`src/rtl/ram_port_arbiter_if.sv`:
```
// Client request/response handshakes plus the RAM-side pins of the two-client RAM arbiter.
// master = clients and RAM model, slave = arbiter.
interface ram_port_arbiter_if #(
  parameter int ADDR_W = 6,
  parameter int DATA_W = 8
);
  logic              req0_valid;
  logic              req0_wr;
  logic [ADDR_W-1:0] req0_addr;
  logic [DATA_W-1:0] req0_wdata;
  logic              req0_ready;
  logic              rsp0_valid;
  logic [DATA_W-1:0] rsp0_rdata;

  logic              req1_valid;
  logic              req1_wr;
  logic [ADDR_W-1:0] req1_addr;
  logic [DATA_W-1:0] req1_wdata;
  logic              req1_ready;
  logic              rsp1_valid;
  logic [DATA_W-1:0] rsp1_rdata;

  logic              ram_wr;
  logic [ADDR_W-1:0] ram_address;
  logic [DATA_W-1:0] ram_data;
  logic [DATA_W-1:0] ram_out;

  modport master (
    output req0_valid, req0_wr, req0_addr, req0_wdata,
    input  req0_ready, rsp0_valid, rsp0_rdata,
    output req1_valid, req1_wr, req1_addr, req1_wdata,
    input  req1_ready, rsp1_valid, rsp1_rdata,
    input  ram_wr, ram_address, ram_data,
    output ram_out
  );

  modport slave (
    input  req0_valid, req0_wr, req0_addr, req0_wdata,
    output req0_ready, rsp0_valid, rsp0_rdata,
    input  req1_valid, req1_wr, req1_addr, req1_wdata,
    output req1_ready, rsp1_valid, rsp1_rdata,
    output ram_wr, ram_address, ram_data,
    input  ram_out
  );
endinterface

```
`src/rtl/ram_port_arbiter.sv`:
```
// Round-robin arbiter serialising two clients onto one single-port RAM; accept N, write commits end of N+1, rsp in N+3.
// Backpressure: ready only in IDLE and only to the grantee; the losing client holds valid until served.
module ram_port_arbiter #(
  parameter int ADDR_W = 6,
  parameter int DATA_W = 8
) (
  input logic               clk,
  input logic               rst_n,
  ram_port_arbiter_if.slave bus
);
  typedef enum logic [1:0] {
    IDLE   = 2'd0,
    ACCESS = 2'd1,
    RDCAP  = 2'd2
  } state_t;

  state_t            state;
  logic              last_grant;
  logic              owner;
  logic              pend_wr;
  logic              grant_any;
  logic              grant_id;
  logic              sel_wr;
  logic [ADDR_W-1:0] sel_addr;
  logic [DATA_W-1:0] sel_wdata;

  // Under contention the client that was not served last wins.
  always_comb begin
    grant_any = 1'b0;
    grant_id  = 1'b0;
    if (rst_n && state == IDLE) begin
      if (bus.req0_valid && bus.req1_valid) begin
        grant_any = 1'b1;
        grant_id  = ~last_grant;
      end else if (bus.req0_valid) begin
        grant_any = 1'b1;
        grant_id  = 1'b0;
      end else if (bus.req1_valid) begin
        grant_any = 1'b1;
        grant_id  = 1'b1;
      end
    end
  end

  always_comb begin
    sel_wr    = grant_id ? bus.req1_wr    : bus.req0_wr;
    sel_addr  = grant_id ? bus.req1_addr  : bus.req0_addr;
    sel_wdata = grant_id ? bus.req1_wdata : bus.req0_wdata;
  end

  assign bus.req0_ready = grant_any & ~grant_id;
  assign bus.req1_ready = grant_any &  grant_id;

  // The RAM pins double as the request latch: loaded on acceptance, held until the next one.
  always_ff @(posedge clk) begin
    if (!rst_n) begin
      state           <= IDLE;
      last_grant      <= 1'b1;
      owner           <= 1'b0;
      pend_wr         <= 1'b0;
      bus.ram_wr      <= 1'b0;
      bus.ram_address <= '0;
      bus.ram_data    <= '0;
      bus.rsp0_valid  <= 1'b0;
      bus.rsp0_rdata  <= '0;
      bus.rsp1_valid  <= 1'b0;
      bus.rsp1_rdata  <= '0;
    end else begin
      bus.rsp0_valid <= 1'b0;
      bus.rsp1_valid <= 1'b0;
      case (state)
        IDLE: begin
          if (grant_any) begin
            owner           <= grant_id;
            last_grant      <= grant_id;
            pend_wr         <= sel_wr;
            bus.ram_wr      <= sel_wr;
            bus.ram_address <= sel_addr;
            bus.ram_data    <= sel_wdata;
            state           <= ACCESS;
          end
        end
        ACCESS: begin
          bus.ram_wr <= 1'b0;
          state      <= pend_wr ? IDLE : RDCAP;
        end
        RDCAP: begin
          if (owner) begin
            bus.rsp1_valid <= 1'b1;
            bus.rsp1_rdata <= bus.ram_out;
          end else begin
            bus.rsp0_valid <= 1'b1;
            bus.rsp0_rdata <= bus.ram_out;
          end
          state <= IDLE;
        end
        default: state <= IDLE;
      endcase
    end
  end
endmodule

```
`src/flat_wrapper.sv`:
```
// flat-port wrapper written by rule: the top's interface ports become plain ports
module ram_port_arbiter_flat 
#(
  parameter int ADDR_W = 6,
  parameter int DATA_W = 8
)
  (clk, rst_n, bus_req0_valid, bus_req0_wr, bus_req0_addr, bus_req0_wdata, bus_req0_ready, bus_rsp0_valid, bus_rsp0_rdata, bus_req1_valid, bus_req1_wr, bus_req1_addr, bus_req1_wdata, bus_req1_ready, bus_rsp1_valid, bus_rsp1_rdata, bus_ram_wr, bus_ram_address, bus_ram_data, bus_ram_out);
  ram_port_arbiter_if #(.ADDR_W(ADDR_W), .DATA_W(DATA_W)) bus_i ();
  input logic clk;
  input logic rst_n;
  input wire logic [$bits(bus_i.req0_valid)-1:0] bus_req0_valid;
  input wire logic [$bits(bus_i.req0_wr)-1:0] bus_req0_wr;
  input wire logic [$bits(bus_i.req0_addr)-1:0] bus_req0_addr;
  input wire logic [$bits(bus_i.req0_wdata)-1:0] bus_req0_wdata;
  output wire logic [$bits(bus_i.req0_ready)-1:0] bus_req0_ready;
  output wire logic [$bits(bus_i.rsp0_valid)-1:0] bus_rsp0_valid;
  output wire logic [$bits(bus_i.rsp0_rdata)-1:0] bus_rsp0_rdata;
  input wire logic [$bits(bus_i.req1_valid)-1:0] bus_req1_valid;
  input wire logic [$bits(bus_i.req1_wr)-1:0] bus_req1_wr;
  input wire logic [$bits(bus_i.req1_addr)-1:0] bus_req1_addr;
  input wire logic [$bits(bus_i.req1_wdata)-1:0] bus_req1_wdata;
  output wire logic [$bits(bus_i.req1_ready)-1:0] bus_req1_ready;
  output wire logic [$bits(bus_i.rsp1_valid)-1:0] bus_rsp1_valid;
  output wire logic [$bits(bus_i.rsp1_rdata)-1:0] bus_rsp1_rdata;
  output wire logic [$bits(bus_i.ram_wr)-1:0] bus_ram_wr;
  output wire logic [$bits(bus_i.ram_address)-1:0] bus_ram_address;
  output wire logic [$bits(bus_i.ram_data)-1:0] bus_ram_data;
  input wire logic [$bits(bus_i.ram_out)-1:0] bus_ram_out;
  assign bus_i.req0_valid = bus_req0_valid;
  assign bus_i.req0_wr = bus_req0_wr;
  assign bus_i.req0_addr = bus_req0_addr;
  assign bus_i.req0_wdata = bus_req0_wdata;
  assign bus_req0_ready = bus_i.req0_ready;
  assign bus_rsp0_valid = bus_i.rsp0_valid;
  assign bus_rsp0_rdata = bus_i.rsp0_rdata;
  assign bus_i.req1_valid = bus_req1_valid;
  assign bus_i.req1_wr = bus_req1_wr;
  assign bus_i.req1_addr = bus_req1_addr;
  assign bus_i.req1_wdata = bus_req1_wdata;
  assign bus_req1_ready = bus_i.req1_ready;
  assign bus_rsp1_valid = bus_i.rsp1_valid;
  assign bus_rsp1_rdata = bus_i.rsp1_rdata;
  assign bus_ram_wr = bus_i.ram_wr;
  assign bus_ram_address = bus_i.ram_address;
  assign bus_ram_data = bus_i.ram_data;
  assign bus_i.ram_out = bus_ram_out;
  ram_port_arbiter #(.ADDR_W(ADDR_W), .DATA_W(DATA_W)) u_core (.clk(clk), .rst_n(rst_n), .bus(bus_i));
endmodule
```
`config.mk`:
```
export PLATFORM = sky130hd
export DESIGN_NAME = ram_port_arbiter_flat
export DESIGN_NICKNAME = d
export VERILOG_FILES = /design/src/rtl/ram_port_arbiter_if.sv /design/src/rtl/ram_port_arbiter.sv /design/src/flat_wrapper.sv
export SDC_FILE = /design/constraint.sdc
export NUM_CORES = 1
export LEC_CHECK = 0
export CORE_MARGIN = 2
export CORE_UTILIZATION = 39
export DETAILED_ROUTE_END_ITERATION = 8
export PLACE_DENSITY_LB_ADDON = 0.25
export SLEW_MARGIN = 20
export SYNTH_ARGS = -nofsm -noshare
export SYNTH_HDL_FRONTEND = slang
export SYNTH_SLANG_ARGS = --single-unit
```
`constraint.sdc`:
```
create_clock -name clk -period 1.8 [get_ports clk]
set_clock_uncertainty 0.1 [all_clocks]
set_input_delay 0.36 -clock clk [delete_from_list [all_inputs] [get_ports clk]]
set_output_delay 0.36 -clock clk [all_outputs]
set_load 0.005 [all_outputs]
```
==> results.toml <==
[yosys]
netlist_area_um2 = 1490
yosys.area.top_type_share = 0.510
synth_top_cell_by_area = "dfxtp_1"
ys_warn_count = 0
ys_ff_latch = 38
ys_top_cells_by_area = "dfxtp_1, mux2i_1, a221o_2, nor2_1, nor3_1"
netlist_instances = 146
syn_nets = 188
avgSynthCellArea_um2 = 10.2
yosysSeqAreaShare = 0.510
ys_types = 30

[pwr]
internal_power_mw = 1.44
comb_power_share = 0.197
ir_drop_uv = 541
switching_share = 0.239
switchingPower_mw = 0.454
power_density_nw_per_um2 = 774
power_mw = 1.90
p_leak_nw = 1.03
power_frac_clock = 0.316
seqPwrFrac = 0.487

[global_routing]
grt_usage = 0.193
first_global_vias = 1373
grt_max_degree = 18
antenna_found_initial = 0
grt_pass1_wl_um = 6210
grt_overflow_total = 0

[layout]
antennaDiodeCount = 0
layout.nets = 274
layout-drive-gt1-share = 0.167
n_fill_cell = 308
area_growth_pct = 64.1
stdcell_count = 281

[critical_path]
critPathKind = "in2out"
cp-end-kind = "output port"
critPathLaunch = "bus_req1_valid"
rr_startpoint = "u_core.state[1]$_SDFFE_PN0P_"
arrival_ns = 1.40
startpoint_type = "input port"
critPathMaxFanout = 3
slowest_delay_ns = 0.48
crit_chain = "clkdlybuf4s50_1 -> a21bo_2 -> nor2_2 -> clkdlybuf4s15_2"
cp_slowest_cell = "clkdlybuf4s50_1"
cp.required_ns = 1.34
reg2reg_to = "u_core.bus.ram_address[5]$_SDFFE_PN0P_"
timing.reg2reg.setup_slack_ns = 0.24
reg2regPathDepth = 4
crit_end = "bus_req1_ready"

[timing]
setup-violations-final = 2
tightestPinTransition_ns = 0.580
fmax_mhz = 537
tns_ns = -0.109
relSlewSlack = 0.612
timing.final.ws_setup_ns = -0.0625
timing.final.crit_share = 1.03
period_minus_slack_ns = 1.86
slew_violations = 0
rsz0062_at_grt = "yes"
hold_viol = 0

[die]
dieHeight_um = 65.9
rows = 22
ios = 77
initial_core_util = 0.408
core_um2 = 3660
die_x_um = 65.9
die_area_um2 = 4340

[min_path]
min_path_cells = 1
hold_path_class = "reg2reg"

[placement]
gp_congestion = 0.769
pre_cts_ws_ns = -0.659
dp.cells = 273
io_buffers = 76
dp_hpwl_um = 2950

[clocking]
clk_latency_ns = 0.29
clkTransAtPathRegs_ns = 0.07
cts_max_path_buffers = 2
cts_sinks = 38
cts_hold_buffers = 0
tritoncts = "done"
cts_max_level = 2
numCtsBuffers = 5
clockRootBuffer = "clkbuf_8"

[run]
maxCapViolCount = 0

[drt]
drt_iter0_drc = 42
vias_per_cell = 4.83
vias = 1357
finalWirelength_um = 3950
ant_nets = 0
dr.pass1.iters = 4
wl_per_cell_um = 14.0
drc = 0

[status]
status = "complete, but fails checks"
failed_checks = "setup timing"
-- registers in the layout (all words and copies together) (netlist names), 2 cells and up --
| name | flops |
|---|---|
| u_core.bus.ram_data | 8 |
| u_core.bus.rsp0_rdata | 8 |
| u_core.bus.rsp1_rdata | 8 |
| u_core.bus.ram_address | 6 |
| u_core.state | 2 |
-- cell usage in the layout (no fill, tap or decap), types with 2 or more instances in the layout --
cell type        instances
a221o_1                  4
a221o_2                  9
buf_4                   12
clkbuf_8                 6
clkdlybuf4s50_1         73
dfxtp_1                 37
inv_1                   15
mux2i_1                 16
nand3b_1                 2
nor2_1                  19
nor3_1                  14
o2bb2ai_1                2
-- metal layers --
metal,GRT usage,share of wire,vias to the layer above,routed length (um)
li1,-,-,689,-
met3,0.0511,0.051,6,202
met2,0.331,0.50,40,1980
met5,0,0,-,0
met4,0.0911,0.011,0,44
met1,0.223,0.44,622,1720
-- area by class of cell --
type,count,area [um^2],share of cell area
clock buffers,6,82.6,0.0337
clock inverters,2,12.5,0.00511
inverters,16,60.1,0.0245
multi-input cells,83,627,0.256
flip-flops and latches,38,762,0.311
well taps,48,60.1,0.0245
repair buffers,88,846,0.345
-- cells by family (layout without fill, tap and decap cells) --
kind of cell / count (synthesis) / in the layout / share of synthesized area
AO/OA/AOI/OAI: 24 / 24 / 0.156
buffers and inverters: 25 / 112 / 0.0763
flip-flops: 38 / 38 / 0.510
multiplexers: 16 / 16 / 0.107
AND/OR/NAND/NOR: 43 / 43 / 0.151
-- stage by stage --
step / area (um^2) / util / hold slack, ns
floorplan: 1490 / - / 0.300
global placement: 2350 / 0.643 / 0.325
detailed placement: 2350 / 0.643 / 0.320
CTS: 2450 / 0.668 / 0.341
global route: 2450 / 0.669 / 0.370
finish: 2450 / 0.669 / 0.333
-- timing repair --
action / 4_1_cts / 5_1_grt
resized for setup: 9 / 2
setup endpoints to repair: 2 / 4
buffers inserted: 0 / 0
pin swaps: 1 / 1
-- critical path, delay by kind of cell --
family                 cells  cell delay [ns]
buffers and inverters      2             0.70
AOI/OAI and AO/OA          1             0.24
and+or+nand+nor            1             0.10
-- how the worst min path moves through the flow --
| stage | startpoint | to | slack, ns |
|---|---|---|---|
| 2_1_floorplan | u_core.pend_wr$_SDFFE_PN0P_ | u_core.state[1]$_SDFFE_PN0P_ | 0.30 |
| 3_3_place_gp | u_core.pend_wr$_SDFFE_PN0P_ | u_core.state[1]$_SDFFE_PN0P_ | 0.33 |
| 3_5_place_dp | u_core.pend_wr$_SDFFE_PN0P_ | u_core.state[1]$_SDFFE_PN0P_ | 0.32 |
| 4_1_cts | u_core.pend_wr$_SDFFE_PN0P_ | u_core.state[1]$_SDFFE_PN0P_ | 0.34 |
| 5_1_grt | u_core.pend_wr$_SDFFE_PN0P_ | u_core.state[1]$_SDFFE_PN0P_ | 0.37 |
| 6_report | u_core.pend_wr$_SDFFE_PN0P_ | u_core.state[1]$_SDFFE_PN0P_ | 0.33 |
-- cells in the mapped netlist --
master	instances
o21bai_1	1
and2_1	1
a221o_1	4
clkbuf_1	2
inv_1	15
clkinv_1	1
a221o_2	9
a31o_1	1
o31a_1	1
a211o_1	1
a21bo_2	1
o2bb2ai_1	2
mux2i_1	16
nor3_1	14
or3b_4	1
nor4b_1	1
or2_2	1
nand3b_1	2
a21o_1	1
dfxtp_1	38
nor2b_1	1
buf_1	1
a21boi_0	1
buf_6	2
buf_2	4
o211a_1	1
o21ai_0	1
nor2_1	20
nor3b_4	1
nor3b_1	1
-- power groups by stage --
stage	combinational (mW)	clock (mW)	sequential [mW]
2_1_floorplan	0.139	0	0.946
3_3_place_gp	0.365	0	0.940
3_5_place_dp	0.374	0	0.943
4_1_cts	0.376	0.624	0.924
5_1_grt	0.403	0.650	0.930
6_report	0.373	0.600	0.924
(Power assumes the default switching activity.)
